<file path="src/rtl/cbd_pkg.sv">
// Shared constants, FSM state type and lane-value helpers for the CBD
// coefficient collector.
package cbd_pkg;

  localparam int Q           = 3329;
  localparam int COEFF_WIDTH = 12;
  localparam int N_COEFFS    = 256;
  localparam int IDX_W       = $clog2(N_COEFFS);
  localparam int CNT_W       = $clog2(N_COEFFS + 1);
  // Lane values are sign-extended to this width before the helpers see them.
  localparam int VAL_W       = 8;

  typedef enum logic [1:0] {
    ST_IDLE,
    ST_COLLECT,
    ST_DRAIN,
    ST_DONE
  } collector_state_t;

  function automatic logic [COEFF_WIDTH-1:0] to_mod_q(input logic signed [VAL_W-1:0] v);
    logic signed [15:0] w;
    w = {{(16 - VAL_W){v[VAL_W-1]}}, v};
    if (w < 0) w = w + 16'(Q);
    return w[COEFF_WIDTH-1:0];
  endfunction

  function automatic logic in_eta(input logic signed [VAL_W-1:0] v, input int eta);
    return (int'(v) >= -eta) && (int'(v) <= eta);
  endfunction

endpackage

</file>
<file path="src/rtl/cbd_lane_compactor.sv">
// Combinational lane compactor: keeps accepted, in-range lanes in ascending
// order, converts them to mod-q form and packs them into the low slots.
module cbd_lane_compactor
  import cbd_pkg::*;
#(
  parameter int LANES     = 4,
  parameter int CAND_BITS = 4,
  parameter int ETA       = 3
) (
  input  logic [LANES*CAND_BITS-1:0]   in_vals,
  input  logic [LANES-1:0]             in_flags,
  input  logic [CNT_W-1:0]             limit,
  output logic [LANES*COEFF_WIDTH-1:0] coeffs,
  output logic [CNT_W-1:0]             push_cnt,
  output logic                         range_viol
);

  logic [LANES-1:0]       qual;
  logic [LANES-1:0]       bad;
  logic [COEFF_WIDTH-1:0] conv [LANES];
  logic [COEFF_WIDTH-1:0] slot [LANES];

  genvar gi;
  generate
    for (gi = 0; gi < LANES; gi++) begin : g_lane
      logic signed [VAL_W-1:0] v_ext;
      assign v_ext = {{(VAL_W - CAND_BITS){in_vals[gi*CAND_BITS + CAND_BITS - 1]}},
                      in_vals[gi*CAND_BITS +: CAND_BITS]};
      assign qual[gi] = in_flags[gi] & in_eta(v_ext, ETA);
      assign bad[gi]  = in_flags[gi] & ~in_eta(v_ext, ETA);
      assign conv[gi] = to_mod_q(v_ext);
      assign coeffs[gi*COEFF_WIDTH +: COEFF_WIDTH] = slot[gi];
    end
  endgenerate

  // The running push count doubles as the destination slot (prefix sum).
  always_comb begin
    push_cnt = '0;
    for (int j = 0; j < LANES; j++) slot[j] = '0;
    for (int i = 0; i < LANES; i++) begin
      if (qual[i] && (push_cnt < limit)) begin
        for (int j = 0; j < LANES; j++) begin
          if (CNT_W'(j) == push_cnt) slot[j] = conv[i];
        end
        push_cnt = push_cnt + CNT_W'(1);
      end
    end
  end

  assign range_viol = |bad;

endmodule

</file>
<file path="src/rtl/cbd_coeff_collector.sv">
// Collects sampler beats into an in-order stream of N_COEFFS mod-q
// coefficients through a small circular compaction buffer.
module cbd_coeff_collector
  import cbd_pkg::*;
#(
  parameter int LANES     = 4,
  parameter int CAND_BITS = 4,
  parameter int ETA       = 3,
  parameter int BUF_DEPTH = 16
) (
  input  logic                       clk,
  input  logic                       reset,
  input  logic                       start,
  input  logic                       in_valid,
  input  logic [LANES*CAND_BITS-1:0] in_vals,
  input  logic [LANES-1:0]           in_flags,
  output logic                       in_ready,
  output logic                       out_valid,
  input  logic                       out_ready,
  output logic [COEFF_WIDTH-1:0]     out_coeff,
  output logic [IDX_W-1:0]           out_index,
  output logic                       out_last,
  output logic                       poly_done,
  output logic                       range_err
);

  localparam int PTR_W = $clog2(BUF_DEPTH);
  localparam int OCC_W = $clog2(BUF_DEPTH + 1);

  collector_state_t       state_q, state_d;
  logic [COEFF_WIDTH-1:0] buf_q [BUF_DEPTH];
  logic [COEFF_WIDTH-1:0] buf_d [BUF_DEPTH];
  logic [PTR_W-1:0]       wr_ptr_q, wr_ptr_d;
  logic [PTR_W-1:0]       rd_ptr_q, rd_ptr_d;
  logic [OCC_W-1:0]       occ_q, occ_d;
  logic [CNT_W-1:0]       pushed_cnt_q, pushed_cnt_d;
  logic [IDX_W-1:0]       index_q, index_d;
  logic                   range_err_q, range_err_d;
  logic                   poly_done_q, poly_done_d;

  logic [CNT_W-1:0]             limit;
  logic [CNT_W-1:0]             push_cnt;
  logic [CNT_W-1:0]             n_push;
  logic [LANES*COEFF_WIDTH-1:0] lane_coeffs;
  logic                         range_viol;
  logic                         accept;
  logic                         pop;

  cbd_lane_compactor #(
    .LANES    (LANES),
    .CAND_BITS(CAND_BITS),
    .ETA      (ETA)
  ) u_compactor (
    .in_vals   (in_vals),
    .in_flags  (in_flags),
    .limit     (limit),
    .coeffs    (lane_coeffs),
    .push_cnt  (push_cnt),
    .range_viol(range_viol)
  );

  function automatic logic [PTR_W-1:0] ptr_add(input logic [PTR_W-1:0] p, input int k);
    int s;
    s = int'(p) + k;
    if (s >= BUF_DEPTH) s = s - BUF_DEPTH;
    return PTR_W'(s);
  endfunction

  // in_ready looks only at registered occupancy, never at a same-cycle pop.
  assign limit     = CNT_W'(N_COEFFS) - pushed_cnt_q;
  assign in_ready  = (state_q == ST_COLLECT) && (occ_q <= OCC_W'(BUF_DEPTH - LANES));
  assign out_valid = (occ_q != '0);
  assign out_coeff = out_valid ? buf_q[rd_ptr_q] : '0;
  assign out_index = index_q;
  assign out_last  = out_valid && (index_q == IDX_W'(N_COEFFS - 1));
  assign poly_done = poly_done_q;
  assign range_err = range_err_q;
  assign accept    = in_valid && in_ready;
  assign pop       = out_valid && out_ready;
  assign n_push    = accept ? push_cnt : '0;

  always_comb begin
    state_d      = state_q;
    buf_d        = buf_q;
    wr_ptr_d     = wr_ptr_q;
    rd_ptr_d     = rd_ptr_q;
    occ_d        = occ_q;
    pushed_cnt_d = pushed_cnt_q;
    index_d      = index_q;
    range_err_d  = range_err_q;
    poly_done_d  = 1'b0;

    if (start) begin
      state_d      = ST_COLLECT;
      wr_ptr_d     = '0;
      rd_ptr_d     = '0;
      occ_d        = '0;
      pushed_cnt_d = '0;
      index_d      = '0;
      range_err_d  = 1'b0;
    end else begin
      if (accept) begin
        for (int k = 0; k < LANES; k++) begin
          if (CNT_W'(k) < push_cnt)
            buf_d[ptr_add(wr_ptr_q, k)] = lane_coeffs[k*COEFF_WIDTH +: COEFF_WIDTH];
        end
        wr_ptr_d     = ptr_add(wr_ptr_q, int'(push_cnt));
        pushed_cnt_d = pushed_cnt_q + push_cnt;
        if (range_viol) range_err_d = 1'b1;
        if (pushed_cnt_d == CNT_W'(N_COEFFS)) state_d = ST_DRAIN;
      end
      if (pop) begin
        rd_ptr_d = ptr_add(rd_ptr_q, 1);
        index_d  = index_q + IDX_W'(1);
        if (out_last && (state_q == ST_DRAIN)) begin
          state_d     = ST_DONE;
          poly_done_d = 1'b1;
        end
      end
      occ_d = occ_q + OCC_W'(n_push) - OCC_W'(pop);
    end
  end

  always_ff @(posedge clk or negedge reset) begin
    if (!reset) begin
      state_q <= ST_IDLE;
      for (int i = 0; i < BUF_DEPTH; i++) buf_q[i] <= '0;
      wr_ptr_q     <= '0;
      rd_ptr_q     <= '0;
      occ_q        <= '0;
      pushed_cnt_q <= '0;
      index_q      <= '0;
      range_err_q  <= 1'b0;
      poly_done_q  <= 1'b0;
    end else begin
      state_q      <= state_d;
      buf_q        <= buf_d;
      wr_ptr_q     <= wr_ptr_d;
      rd_ptr_q     <= rd_ptr_d;
      occ_q        <= occ_d;
      pushed_cnt_q <= pushed_cnt_d;
      index_q      <= index_d;
      range_err_q  <= range_err_d;
      poly_done_q  <= poly_done_d;
    end
  end

endmodule

</file>
<file path="config.mk">
export PLATFORM = sky130hd
export DESIGN_NAME = cbd_coeff_collector
export DESIGN_NICKNAME = d
export VERILOG_FILES = /design/src/rtl/cbd_pkg.sv /design/src/rtl/cbd_lane_compactor.sv /design/src/rtl/cbd_coeff_collector.sv
export SDC_FILE = /design/constraint.sdc
export NUM_CORES = 1
export LEC_CHECK = 0
export ABC_AREA = 0
export CORE_MARGIN = 2
export CORE_UTILIZATION = 45
export DETAILED_ROUTE_END_ITERATION = 7
export GPL_ROUTABILITY_DRIVEN = 0
export SYNTH_ARGS = -nofsm -noshare
export SYNTH_HDL_FRONTEND = slang
export SYNTH_SLANG_ARGS = --single-unit
</file>
<file path="constraint.sdc">
create_clock -name clk -period 13.1 [get_ports clk]
set_input_delay 2.62 -clock clk [delete_from_list [all_inputs] [get_ports clk]]
set_output_delay 2.62 -clock clk [all_outputs]
set_load 0.005 [all_outputs]
</file>
==> results.md <==
- Gr ovfl total: 0
- Effective utilization at floorplan: 0.455
- Nets: 1955
- Cell Pwr Density: around 160 nW/µm²
- Setup TNS: 0 ps
- Hold slack: 463 ps
- Mean post-synth cell area: 8.95 µm²
- Worst skew pair latency: roughly 570 ps
- Detailed placement HPWL: 46300 µm
- Die W: 198 µm
- CP Data Required Time: 13520 ps
- Dominant synthesized flop cell: dfrtp_1
- Fmax: 104 MHz
- Clock sinks: 226
- Synthesized area: 17000 µm²
- DR vias/cell: just under 7
- Post-synth ARST share: 1.00
- Number of synthesized flops with an enable pin: 0
- Syn Nets: 1970
- Worst-Margin Slew: 1340 ps
- Die height: slightly below 200 µm
- Final hold viol count: 0
- Maxcap violations: 0
- Clock buffer depth: 3
- Cell Count, Final, Fillers Out: 2418
- CTS Hold Bufs: 0
- DRT iter0 DRCs: 2543
- Status: complete, no violations
- CP Class: input port to register
- Num CTS Buffers: 28
- CP Launch Type: input port
- # H-tree levels: 1
- Final ANT Viol Nets: 0
- Crit path max-delay cell type: mux2i_2
- Drt drc: 0
- Placed insts: 2365
- Commonest non-fill, non-tap cell in the layout: dfrtp_1
- CP endpoint kind: register
- Clock Pin Slew Worst Setup and Hold Paths: 60 ps
- VDD IR-drop max: 94.7 µV
- Count of input and output buffers: 49
- Critical Path Most Common Cell: a21oi_1
- Yosys reg bits: 226
- RSZ-0062 raised after global routing: no
- Post-CTS Resized: 0
- Core footprint: 37400 µm²
- Cell family with most CP delay: compound AO/OA/AOI/OAI gates
- Slew Limit Headroom: 0.108
- CP Buf/Inv Count: 4
- Area grow syn2layout: 11.6%
- I/O pin total: 50
- Worst-case clock skew: 20.8 ps
- Post-CTS Repair Setup Buffers: 0
- CP Cell Sequence: clkdlybuf4s50_1, inv_1, ha_1, nor2b_1, o21ai_0, nand2_1, nand2_1, a21oi_1, inv_1, ha_1, nand2b_1, a21oi_1, o31ai_4, a21oi_1, inv_1, ha_1, a311o_1, a31oi_1, a31oi_2, a21oi_1, mux2i_2, a31oi_1, a221oi_1, a21oi_1
- Final period utilization: 0.733
- Die footprint: 39400 µm²
- TritonCTS clock tree: built
- Leak Pwr: 7.82 nW
- Synthesized instance count: 1900
- Most frequent cells in the layout: dfrtp_1, nand2_1, nor2_1, a21oi_1, o21ai_0
- Max-slew violation count: 0
- Root buf cell: clkbuf_16
- Yosys warning total: 0
- Min-Delay Path Class: register to register
- Post-synthesis sequential area ratio: 0.332
- Largest stage delay on the critical path: 1060 ps
- Min Tclk post-route: roughly 9600 ps
- Site Rows: 71
- CP Max Fanout: 14
- GR Util All Layers: 0.347
- WL/cell: 28.0 µm
- Routed vias: 16800
- First-pass GRT wire length: just over 100000 µm
- N_diodes: 0
- Cell variety after synth: 90
- Power, Total: a little under 3 mW
- Via count of the first global-routing pass: ~16000
- Largest net degree at the start of global routing: 94
- DRT Pass-1 Iters: 7
- CP arrival: 10030 ps
- Share of layout cells above drive strength 1: 0.128
- Initial antenna violation count: 2
- Final WL: roughly 68000 µm
- # setup viols final: 0
==> state kept, by name (all words and copies together), names as in the netlist <==
register,count
out_index,8
range_err,1
wr_ptr_q,4
buf_q,192
pushed_cnt_q,9
state_q,2
rd_ptr_q,4
occ_q,5
poly_done,1
==> stage by stage <==
stage                      util  instance area [µm²]  setup WS [ps]
after floorplan               -                17000           5040
after CTS                 0.507                19000           3480
after detailed placement  0.480                18000           2880
final                     0.508                19000           3500
after global routing      0.508                19000           3010
after global placement    0.480                18000           3180
==> routing by layer <==
metal | GRT usage | part of all wire | up-vias
met1 | 0.460 | 0.39 | 8066
met5 | 0.0102 | 0.00097 | -
li1 | - | - | 7220
met4 | 0.186 | 0.064 | 4
met3 | 0.132 | 0.14 | 303
met2 | 0.486 | 0.40 | 1237
==> cell type report <==
type | count | area [µm²]
Inverter | 81 | 304
Timing Repair Buffer | 99 | 868
Tap cell | 511 | 639
Clock buffer | 44 | 882
Sequential cell | 226 | 5660
Clock inverter | 8 | 126
Multi-Input combinational cell | 1449 | 10500
Fill cell | 3488 | 18400
==> cells in the mapped netlist, types with 23 or more instances <==
library cell	count	area, µm²
buf_2	25	125
dfrtp_1	226	5660
a221oi_1	44	385
clkbuf_1	107	402
a21o_1	61	458
nor3_1	48	240
nand2_1	169	634
a22oi_1	35	263
or3_1	25	156
mux4_2	60	1350
o211ai_1	27	203
nand3_1	55	275
a31oi_1	26	163
nand4_1	23	144
ha_1	42	526
a21oi_1	128	641
nor2_1	138	518
o21ai_0	98	490
inv_1	80	300
mux2i_1	30	300
nor2b_1	25	156
o22ai_1	43	269
==> worst reg2reg max path, cell delays in order (launching register included) <==
cell,delay (ps)
dfrtp_1,490
inv_1,140
ha_1,180
nor3b_1,400
mux2i_1,210
o31ai_4,490
nand4_1,390
nand3_1,260
inv_1,70
ha_1,360
ha_1,380
a21oi_1,420
o31ai_4,110
a21oi_1,270
inv_1,130
ha_1,290
a311o_1,340
a31oi_1,420
a31oi_2,240
a21oi_1,1050
mux2i_2,1060
a31oi_1,210
a221oi_1,400
a21oi_1,80
==> worst paths after layout <==
| kind | start | slack, ps | end | cells after the start |
|---|---|---|---|---|
| setup reg to reg | pushed_cnt_q[0] | 4580 | buf_q[58] | 23 |
| min in group asynchronous | reset | 2030 | pushed_cnt_q[5] | 1 |
| hold reg to reg | state_q[0] | 460 | poly_done | 1 |
| hold / removal | state_q[0] | 460 | poly_done | 1 |
| setup / recovery | in_vals[0] | 3500 | buf_q[58] | 24 |
| max in group asynchronous | reset | 8730 | buf_q[95] | 3 |
==> cells by family (layout without fill, tap and decap cells) <==
kind of cell	count (synthesis)	count (layout)	synth area share
flip-flops	226	226	0.332
adder cells (fa/ha/maj)	45	45	0.0344
buffers and inverters	225	232	0.0530
multiplexers	111	111	0.113
AO/OA/AOI/OAI	679	679	0.283
XOR/XNOR	36	36	0.0190
other	2	2	0.000442
AND/OR/NAND/NOR	576	576	0.165
==> report_power, final <==
part / internal (mW) / total, mW / switching (mW)
Clock: 0.519 / 0.842 / 0.323
Sequential: 0.847 / 0.976 / 0.129
Combinational: 0.513 / 1.15 / 0.638
(Power assumes the default switching activity.)
